--- src/rtl/conv55_pkg.sv ---
// Shared constants and FSM state encoding for the 5x5 convolution sequencer.
package conv55_pkg;

  // Taps per 5x5 window.
  localparam int N_TAPS = 25;
  // Pixel and coefficient width (unsigned).
  localparam int DW     = 6;
  // Result width presented on out_data.
  localparam int OW     = 18;
  // Accumulator width: 25 * 63 * 63 = 99225 fits in 17 bits.
  localparam int ACC_W  = 17;
  // Width of a tap index / coefficient address (0..24).
  localparam int TAP_W  = 5;

  // Sequencer states: wait for start, accumulate the window, present the result.
  typedef enum logic [1:0] {
    IDLE  = 2'd0,
    ACCUM = 2'd1,
    HOLD  = 2'd2
  } state_e;

endpackage : conv55_pkg

--- src/rtl/conv55_mac_lane.sv ---
// Single multiply-accumulate lane: unsigned DW x DW product summed into an
// ACC_W accumulator, with synchronous clear and enable.
module conv55_mac_lane #(
  parameter int DW    = conv55_pkg::DW,
  parameter int ACC_W = conv55_pkg::ACC_W
) (
  input  logic             clk,
  input  logic             rst,
  input  logic             clear_i,
  input  logic             en_i,
  input  logic [DW-1:0]    pix_i,
  input  logic [DW-1:0]    coef_i,
  output logic [ACC_W-1:0] acc_o,
  output logic [ACC_W-1:0] sum_o
);
  import conv55_pkg::*;

  logic [2*DW-1:0]  prod;
  logic [ACC_W-1:0] acc_q;
  logic [ACC_W-1:0] sum;

  // Operands are zero-extended so the product is computed at full width.
  assign prod  = {{DW{1'b0}}, pix_i} * {{DW{1'b0}}, coef_i};
  // sum is exposed so the sequencer can capture the final tap without an
  // extra cycle of latency.
  assign sum   = acc_q + ACC_W'(prod);
  assign acc_o = acc_q;
  assign sum_o = sum;

  // Accumulator register: clear at window start, add one product per accepted pixel.
  always_ff @(posedge clk or posedge rst) begin
    // NOTE: sequential state is updated with non-blocking assignments so every
    // register samples the pre-edge values, independent of block ordering.
    if (rst) begin
      acc_q <= '0;
    end else if (clear_i) begin
      acc_q <= '0;
    end else if (en_i) begin
      acc_q <= sum;
    end
  end

endmodule : conv55_mac_lane

--- src/rtl/conv55_seq_ctrl.sv ---
// 5x5 convolution window sequencer: holds the 25 coefficients, accepts one
// window of pixels in raster order, accumulates pix*coef and presents the sum
// with a valid/ready handshake that holds the result under backpressure.
module conv55_seq_ctrl #(
  parameter int N_TAPS = conv55_pkg::N_TAPS,
  parameter int DW     = conv55_pkg::DW,
  parameter int OW     = conv55_pkg::OW
) (
  input  logic          clk,
  input  logic          rst,
  input  logic          cfg_we,
  input  logic [4:0]    cfg_addr,
  input  logic [DW-1:0] cfg_data,
  input  logic          start,
  output logic          start_ready,
  input  logic          pix_valid,
  input  logic [DW-1:0] pix_data,
  output logic          pix_ready,
  output logic          out_valid,
  output logic [OW-1:0] out_data,
  input  logic          out_ready,
  output logic          busy
);
  import conv55_pkg::*;

  localparam logic [TAP_W-1:0] LAST_TAP = TAP_W'(N_TAPS - 1);

  state_e           state_q, state_d;
  logic [TAP_W-1:0] tap_q, tap_d;
  logic [DW-1:0]    coef_q [N_TAPS];
  logic [DW-1:0]    coef_sel;
  logic [OW-1:0]    out_data_q;
  logic [ACC_W-1:0] acc;
  logic [ACC_W-1:0] acc_sum;
  logic             mac_clear;
  logic             mac_en;
  logic             out_load;
  logic             cfg_wr_en;

  // Coefficients are only writable while idle and only for in-range taps, so
  // a window in flight always sees a stable coefficient set.
  assign cfg_wr_en = (state_q == IDLE) && cfg_we && (cfg_addr <= LAST_TAP);
  assign coef_sel  = coef_q[tap_q];

  // Coefficient register array, indexed by tap.
  always_ff @(posedge clk or posedge rst) begin
    // NOTE: this array is small flop storage and must read back as zero after
    // reset, so every entry is reset; a RAM-style array would be left unreset.
    if (rst) begin
      for (int i = 0; i < N_TAPS; i++) begin
        coef_q[i] <= '0;
      end
    end else if (cfg_wr_en) begin
      coef_q[cfg_addr] <= cfg_data;
    end
  end

  conv55_mac_lane #(
    .DW    (DW),
    .ACC_W (ACC_W)
  ) u_mac (
    .clk     (clk),
    .rst     (rst),
    .clear_i (mac_clear),
    .en_i    (mac_en),
    .pix_i   (pix_data),
    .coef_i  (coef_sel),
    .acc_o   (acc),
    .sum_o   (acc_sum)
  );

  // State and tap-index registers.
  always_ff @(posedge clk or posedge rst) begin
    if (rst) begin
      state_q <= IDLE;
      tap_q   <= '0;
    end else begin
      state_q <= state_d;
      tap_q   <= tap_d;
    end
  end

  // Next-state logic: start only in IDLE, count accepted pixels in ACCUM,
  // hold the result until the consumer takes it.
  always_comb begin
    // NOTE: every signal driven here gets a default first, so no path leaves
    // one unassigned and no latch is inferred.
    state_d   = state_q;
    tap_d     = tap_q;
    mac_clear = 1'b0;
    mac_en    = 1'b0;
    out_load  = 1'b0;
    unique case (state_q)
      IDLE: begin
        if (start) begin
          state_d   = ACCUM;
          tap_d     = '0;
          mac_clear = 1'b1;
        end
      end
      ACCUM: begin
        if (pix_valid) begin
          mac_en = 1'b1;
          if (tap_q == LAST_TAP) begin
            out_load = 1'b1;
            state_d  = HOLD;
          end else begin
            tap_d = tap_q + 1'b1;
          end
        end
      end
      HOLD: begin
        if (out_ready) begin
          state_d = IDLE;
        end
      end
      default: begin
        state_d = IDLE;
      end
    endcase
  end

  // Result register: captured on the last tap, retained until the next window ends.
  always_ff @(posedge clk or posedge rst) begin
    if (rst) begin
      out_data_q <= '0;
    end else if (out_load) begin
      out_data_q <= OW'(acc_sum);
    end
  end

  // Handshake outputs are decoded directly from the registered state.
  assign start_ready = (state_q == IDLE);
  assign pix_ready   = (state_q == ACCUM);
  assign out_valid   = (state_q == HOLD);
  assign busy        = (state_q == ACCUM) || (state_q == HOLD);
  assign out_data    = out_data_q;

endmodule : conv55_seq_ctrl

--- config.mk ---
export PLATFORM = sky130hd
export DESIGN_NAME = conv55_seq_ctrl
export DESIGN_NICKNAME = d
export VERILOG_FILES = /design/src/rtl/conv55_pkg.sv /design/src/rtl/conv55_mac_lane.sv /design/src/rtl/conv55_seq_ctrl.sv
export SDC_FILE = /design/constraint.sdc
export NUM_CORES = 1
export LEC_CHECK = 0
export ABC_CLOCK_PERIOD_IN_PS = 15500
export CORE_UTILIZATION = 66
export DETAILED_ROUTE_END_ITERATION = 10
export PLACE_DENSITY_LB_ADDON = 0.15
export SYNTH_ARGS = -nofsm -noshare
export SYNTH_HDL_FRONTEND = slang
export SYNTH_SLANG_ARGS = --single-unit
--- constraint.sdc ---
create_clock -name clk -period 15.5 [get_ports clk]
set_input_delay 3.875 -clock clk [delete_from_list [all_inputs] [get_ports clk]]
set_output_delay 3.875 -clock clk [all_outputs]
set_load 0.02 [all_outputs]
# Word-level counts from Yosys, hierarchy flattened
# Cells that the tools add are included.
[classes]
add_sub_neg = 2
n_mul = 1
n_div = 0
order_cmp = 4
n_eq_ne = 8
shift = 0
mux = 24
bitwise_logic = 2
n_reduce_logical = 9
[ops]
columns = ["operator", "n"]
rows = [
  ["150-bit bitwise mux", 1],
  ["17-bit two-way mux", 2],
  ["6-bit binary-select mux with 5-bit select", 1],
  ["6-bit demux with 5-bit select", 1],
  ["6-bit two-way mux", 3],
  ["17-bit by 12-bit adder with 17-bit output", 1],
  ["5-bit two-way mux", 3],
  ["6-bit >= comparator (second input constant)", 2],
  ["6-bit by 6-bit multiplier with 12-bit output", 1],
  ["5-bit NOT with 6-bit output", 2],
  ["5-bit one-hot mux with 2 select lines", 1],
  ["2-bit two-way mux", 4],
  ["4-bit AND reduction", 2],
  ["1-bit two-way mux", 7],
  ["6-bit by 1-bit < comparator with 1-bit output (second input constant)", 1],
  ["2-bit != test (second input constant)", 3],
  ["2-bit one-hot mux with 3 select lines", 1],
  ["5-bit by 1-bit adder with 5-bit output (second input constant)", 1],
  ["5-bit == test (second input constant)", 1],
  ["5-bit less-or-equal comparator (second input constant)", 1],
  ["2-bit by 1-bit != test with 1-bit output (second input constant)", 2],
  ["2-bit nonzero test", 2],
  ["1-bit logical AND", 3],
  ["2-bit by 1-bit == test with 1-bit output (second input constant)", 1],
  ["other kinds (3)", 3],
]
[word_totals]
reg_bits = 191
latch_bits = 0
mem_bits_rw = 0
rom_bits = 0
out_inout_bits = 22
elab_cells = 79
n_memories = 0

# Longest topological paths before layout
[depth]
depth_word = 8
depth_mapped = 23
mapped_depth_nobuf = 19

# Hierarchy
# Synthesis repeated with hierarchy kept, for this count alone.
[hier_totals]
cells_unflattened = 827
area_unflattened_um2 = 10655.2
[modules_own_cells]
columns = ["mod", "n_inst", "cells_each", "area_each_um2"]
rows = [
  ["conv55_seq_ctrl", 1, 549, 8180.3],
  ["conv55_mac_lane", 1, 278, 2474.9],
]

# Least setup slack after synthesis
# Ideal clock, no wire load.
[synth_timing]
kind = "input port to flip-flop"
start = "in pix_data[1]"
end = "reg u_mac.acc_q[16] (netlist: u_mac.acc_o[16])"
setup_ps = 79
t_arrival_ps = 7461
slack_ps = 7959
cell_stages = 12
n_path_buf = 0
path_cell_list = "and2_1 > fa_1 > fa_1 > fa_1 > inv_1 > fa_1 > inv_1 > ha_1 > o21a_1 > nand4_1 > a2111oi_1 > mux2i_1"
[synth_via]
elab_chain_cells = 4
[synth_lines]
columns = ["element", "line", "rtl"]
rows = [
  ["start: declaration", "conv55_seq_ctrl.sv:17", "input logic [DW-1:0] pix_data,"],
  ["6-bit by 6-bit multiplier with 12-bit output", "conv55_mac_lane.sv:23", "assign prod = {{DW{1'b0}}, pix_i} * {{DW{1'b0}}, coef_i};"],
  ["17-bit by 12-bit adder with 17-bit output", "conv55_mac_lane.sv:26", "assign sum = acc_q + ACC_W'(prod);"],
  ["17-bit two-way mux", "conv55_mac_lane.sv:38", "end else if (en_i) begin"],
  ["17-bit two-way mux", "conv55_mac_lane.sv:36", "end else if (clear_i) begin"],
  ["end signal: assignment", "conv55_mac_lane.sv:39", "acc_q <= sum;"],
  ["end: declaration", "conv55_mac_lane.sv:19", "logic [ACC_W-1:0] acc_q;"],
]
# No other way between the ends. The select of a mux whose other input is x is not followed.
# A chain may end at the register's enable or synchronous reset.

# Worst setup path after layout
[layout_timing]
start = "in pix_data[2]"
end = "reg u_mac.acc_q[16] (netlist: u_mac.acc_o[16])"
# Same word-level chain as after synthesis.

==> impl_metrics.csv <==
group,metric,value,unit
run_status,status,"finished clean",
min_path,min_from,"out_data[8]",
cells_and_area,syn2layout_area_growth,10.5,%
setup_path,worstPathRequired,15.87,ns
cts,cts_buffers,17,
cts,cts-htree-levels,4,
placement,dp_slack,7.05,ns
detailed_routing,drt_wl_total,24.1,mm
min_path,min_path_type,"reg -> reg",
setup_path,slowest_delay,0.60,ns
cts,ctsHoldBuffers,0,
cts,clk_pin_slew_worst_paths,0.07,ns
setup_path,critPathTopFamily,"adder cells",
placement,port_buffers,43,
setup_path,path_cells,"clkdlybuf4s50_1 > nand2_1 > fa_1 > inv_1 > fa_1 > fa_1 > fa_1 > ha_1 > a21oi_1 > o21ai_0 > a211oi_1 > a2111oi_1 > mux2i_1",
min_path,holdPathStages,2,
yosys,yosysWarnings,0,
die,die-width,130,um
yosys,synthDistinctLibCells,61,
setup_path,worstSetupPathType,"in -> reg",
detailed_routing,via_per_inst,6.28,
yosys,synth_nets,1003,
setup_path,critPathMaxFanout,6,
yosys,synth-seq-cells,191,
timing,setup_slack,7.44,ns
setup_path,rr_startpoint,"tap_q[0]",
yosys,synth_area,10800,um^2
timing,setup_violations,0,
grt,grt_pass1_vias,7773,
timing,hold_viol,0,
cells_and_area,layout.nets,1027,
placement,dp.final_hpwl,16.4,mm
power_and_ir_drop,peakVddDrop,110,uV
flow_run,drv_cap,0,
die,pin_count,45,
detailed_routing,wl_per_cell,20.5,um
cells_and_area,layout-drive-gt1-share,26.0,%
timing,setup_tns,0,ns
power_and_ir_drop,power_leakage,5.58,nW
yosys,ys_async_sr_fraction,100,%
timing,clock_skew,0.0122,ns
cells_and_area,antenna_cells,0,
die,rows,46,
cts,post_cts_buffers,0,
grt,grt_pass1_wl,40.1,mm
setup_path,r2r_cells,18,
setup_path,worst-path-buf-inv,2,
cts,insertion_delay,0.45,ns
setup_path,path_common_cell,"fa_1",
yosys,ys_seq_area_share,44.1,%
detailed_routing,drc_errors,0,
yosys,synth_area_leaders,"dfrtp_1, mux2_2, mux4_2",
setup_path,critPathLaunchType,"input port",
yosys,syn_avg_cell_area,11.8,um^2
die,dieArea,16900,um^2
die,start_util,68.0,%
detailed_routing,drtIter0Drc,398,
timing,period_share,52.0,%
timing,worst_pin_slew,1.05,ns
timing,grt_setup_unrepaired,"no",
grt,antenna_found_initial,0,
cts,cts_max_path_buffers,2,
die,core,15900,um^2
yosys,synth_area_leader_cell,"dfrtp_1",
die,die_h,130,um
timing,finalHoldWorstSlack,0.479,ns
detailed_routing,drtPass1Iterations,5,
cts,clock_sinks,191,
power_and_ir_drop,p_per_area,183,nW/um^2
detailed_routing,ant_nets,0,
cts,cts_resized,0,
setup_path,r2r_slack,9.04,ns
grt,overflow,0,
detailed_routing,num_vias,7361,
yosys,synthFlopType,"dfrtp_1",
cts,cts-root-buf,"clkbuf_16",
grt,grt_usage,31.6,%
yosys,synth_edf_count,0,
timing,drv_slew,0,
timing,relSlewSlack,29.5,%
grt,grt_max_degree,77,
cts,tritoncts,"yes",
setup_path,arrival,8.43,ns
yosys,synth_top_area_share,44.1,%
timing,final.min_clock_period,8.06,ns
timing,fmax,124,MHz
placement,routabilityCongestion,0.906,
setup_path,rr_endpoint,"u_mac.acc_o[16]",
min_path,worstHoldEndpoint,"out_data[8]",
yosys,synthCells,920,
setup_path,end_kind,"flip-flop",
setup_path,cpMaxStageDelayCell,"fa_1",
cell usage after synthesis (all sizes together) (2+ instances only):
| cell | n |
|---|---|
| o31ai | 3 |
| nand3 | 13 |
| nand4 | 3 |
| o21a | 5 |
| a21oi | 25 |
| xor2 | 3 |
| o21ai | 21 |
| mux4 | 31 |
| nor3 | 11 |
| a211o | 8 |
| mux2i | 8 |
| a211oi | 13 |
| nand2 | 92 |
| nor4 | 5 |
| nor4b | 3 |
| a31oi | 4 |
| o32ai | 5 |
| and2 | 25 |
| a21o | 6 |
| dfrtp | 191 |
| and3 | 5 |
| buf | 20 |
| inv | 64 |
| fa | 26 |
| clkbuf | 25 |
| o221a | 2 |
| or2 | 2 |
| nor2 | 48 |
| o211ai | 6 |
| o211a | 4 |
| mux2 | 163 |
| xnor2 | 3 |
| nor3b | 2 |
| or3 | 6 |
| nand3b | 2 |
| o22ai | 5 |
| nand2b | 9 |
| ha | 34 |
| or4b | 2 |
| nor2b | 6 |
sequential cells by signal (all words and copies together), names as in the netlist:
| register | flops |
|---|---|
| coef_q | 150 |
| state_q | 2 |
| tap_q | 5 |
| u_mac.acc_o | 17 |
| out_data | 17 |
cells in the final DEF, fill, tap and decap left out, drive strengths merged, types with 4 or more instances in the layout:
cell           instances
clkdlybuf4s50         43
dfrtp                191
o21a                   5
nand3                 13
nor2                  48
a21o                   6
buf                    7
a21oi                 25
mux4                  31
and2                  25
nor3                  11
a211oi                13
fa                    26
ha                    34
mux2i                  8
inv                   70
clkinv                 8
o211ai                 6
o32ai                  5
a211o                  8
nor4                   5
nand2b                 9
and3                   5
o22ai                  5
mux2                 163
o21ai                 21
nor2b                  6
clkbuf                17
nand2                 92
o211a                  4
or3                    6
a31oi                  4
how the worst max path moves through the flow:
| stage | start | end | slack, ns | depth (start not counted) |
|---|---|---|---|---|
| 2_1_floorplan | rst | coef_q[0] | 6.43 | 1 |
| 3_3_place_gp | pix_data[2] | u_mac.acc_o[16] | 7.18 | 13 |
| 3_5_place_dp | pix_data[2] | u_mac.acc_o[16] | 7.05 | 13 |
| 4_1_cts | pix_data[2] | u_mac.acc_o[16] | 7.44 | 13 |
| 5_1_grt | pix_data[2] | u_mac.acc_o[13] | 7.15 | 13 |
| 6_report | pix_data[2] | u_mac.acc_o[16] | 7.44 | 13 |
worst reg2reg max path: cells and delay by family, from the launching register on:
kind            cells  cell delay, ns
fa+ha+maj           5            2.10
flops               1            0.34
buf+inv             3            0.61
compound gates      5            1.54
mux                 3            1.22
simple gates        2            0.56
power by group:
part	internal [mW]	total (mW)	switching (mW)
sequential	0.622	0.685	0.0631
clock	0.220	0.443	0.223
combinational	0.450	1.06	0.614
total	1.29	2.19	0.900
stage by stage:
step           total power [mW]  utilization [%]  cells  cell area [um^2]
2_1_floorplan              1.50                -    920             10800
3_3_place_gp               1.67             71.4   1141             11400
3_5_place_dp               1.73             71.4   1141             11400
4_1_cts                    2.19             75.2   1173             12000
5_1_grt                    2.35             75.2   1173             12000
6_report                   2.19             75.2   1173             12000
area by class of cell:
class	count	area, um^2
repair buffers	50	483
fillers	1026	3960
clock inverters	15	185
well taps	216	270
multi-input cells	620	5600
inverters	64	245
clock buffers	17	425
flip-flops and latches	191	4780
cells by family after synthesis:
family,count (synthesis),synth area share [%]
AOI/OAI and AO/OA,113,7.15
buffers and inverters,109,4.30
xor gates and xnor gates,6,0.485
DFF,191,44.1
other,1,0.0346
adders and majority gates,60,8.72
and+or+nand+nor,238,11.1
muxes,202,24.1
per-layer routing:
metal | global-route usage, % | vias to the layer above | wire (um)
li1 | - | 3303 | -
met1 | 39.0 | 3760 | 9770
met2 | 55.5 | 238 | 12600
met3 | 5.66 | 60 | 1030
met4 | 11.8 | 0 | 623
met5 | 0 | - | 0
No activity file was read; power rests on OpenSTA's default activity.
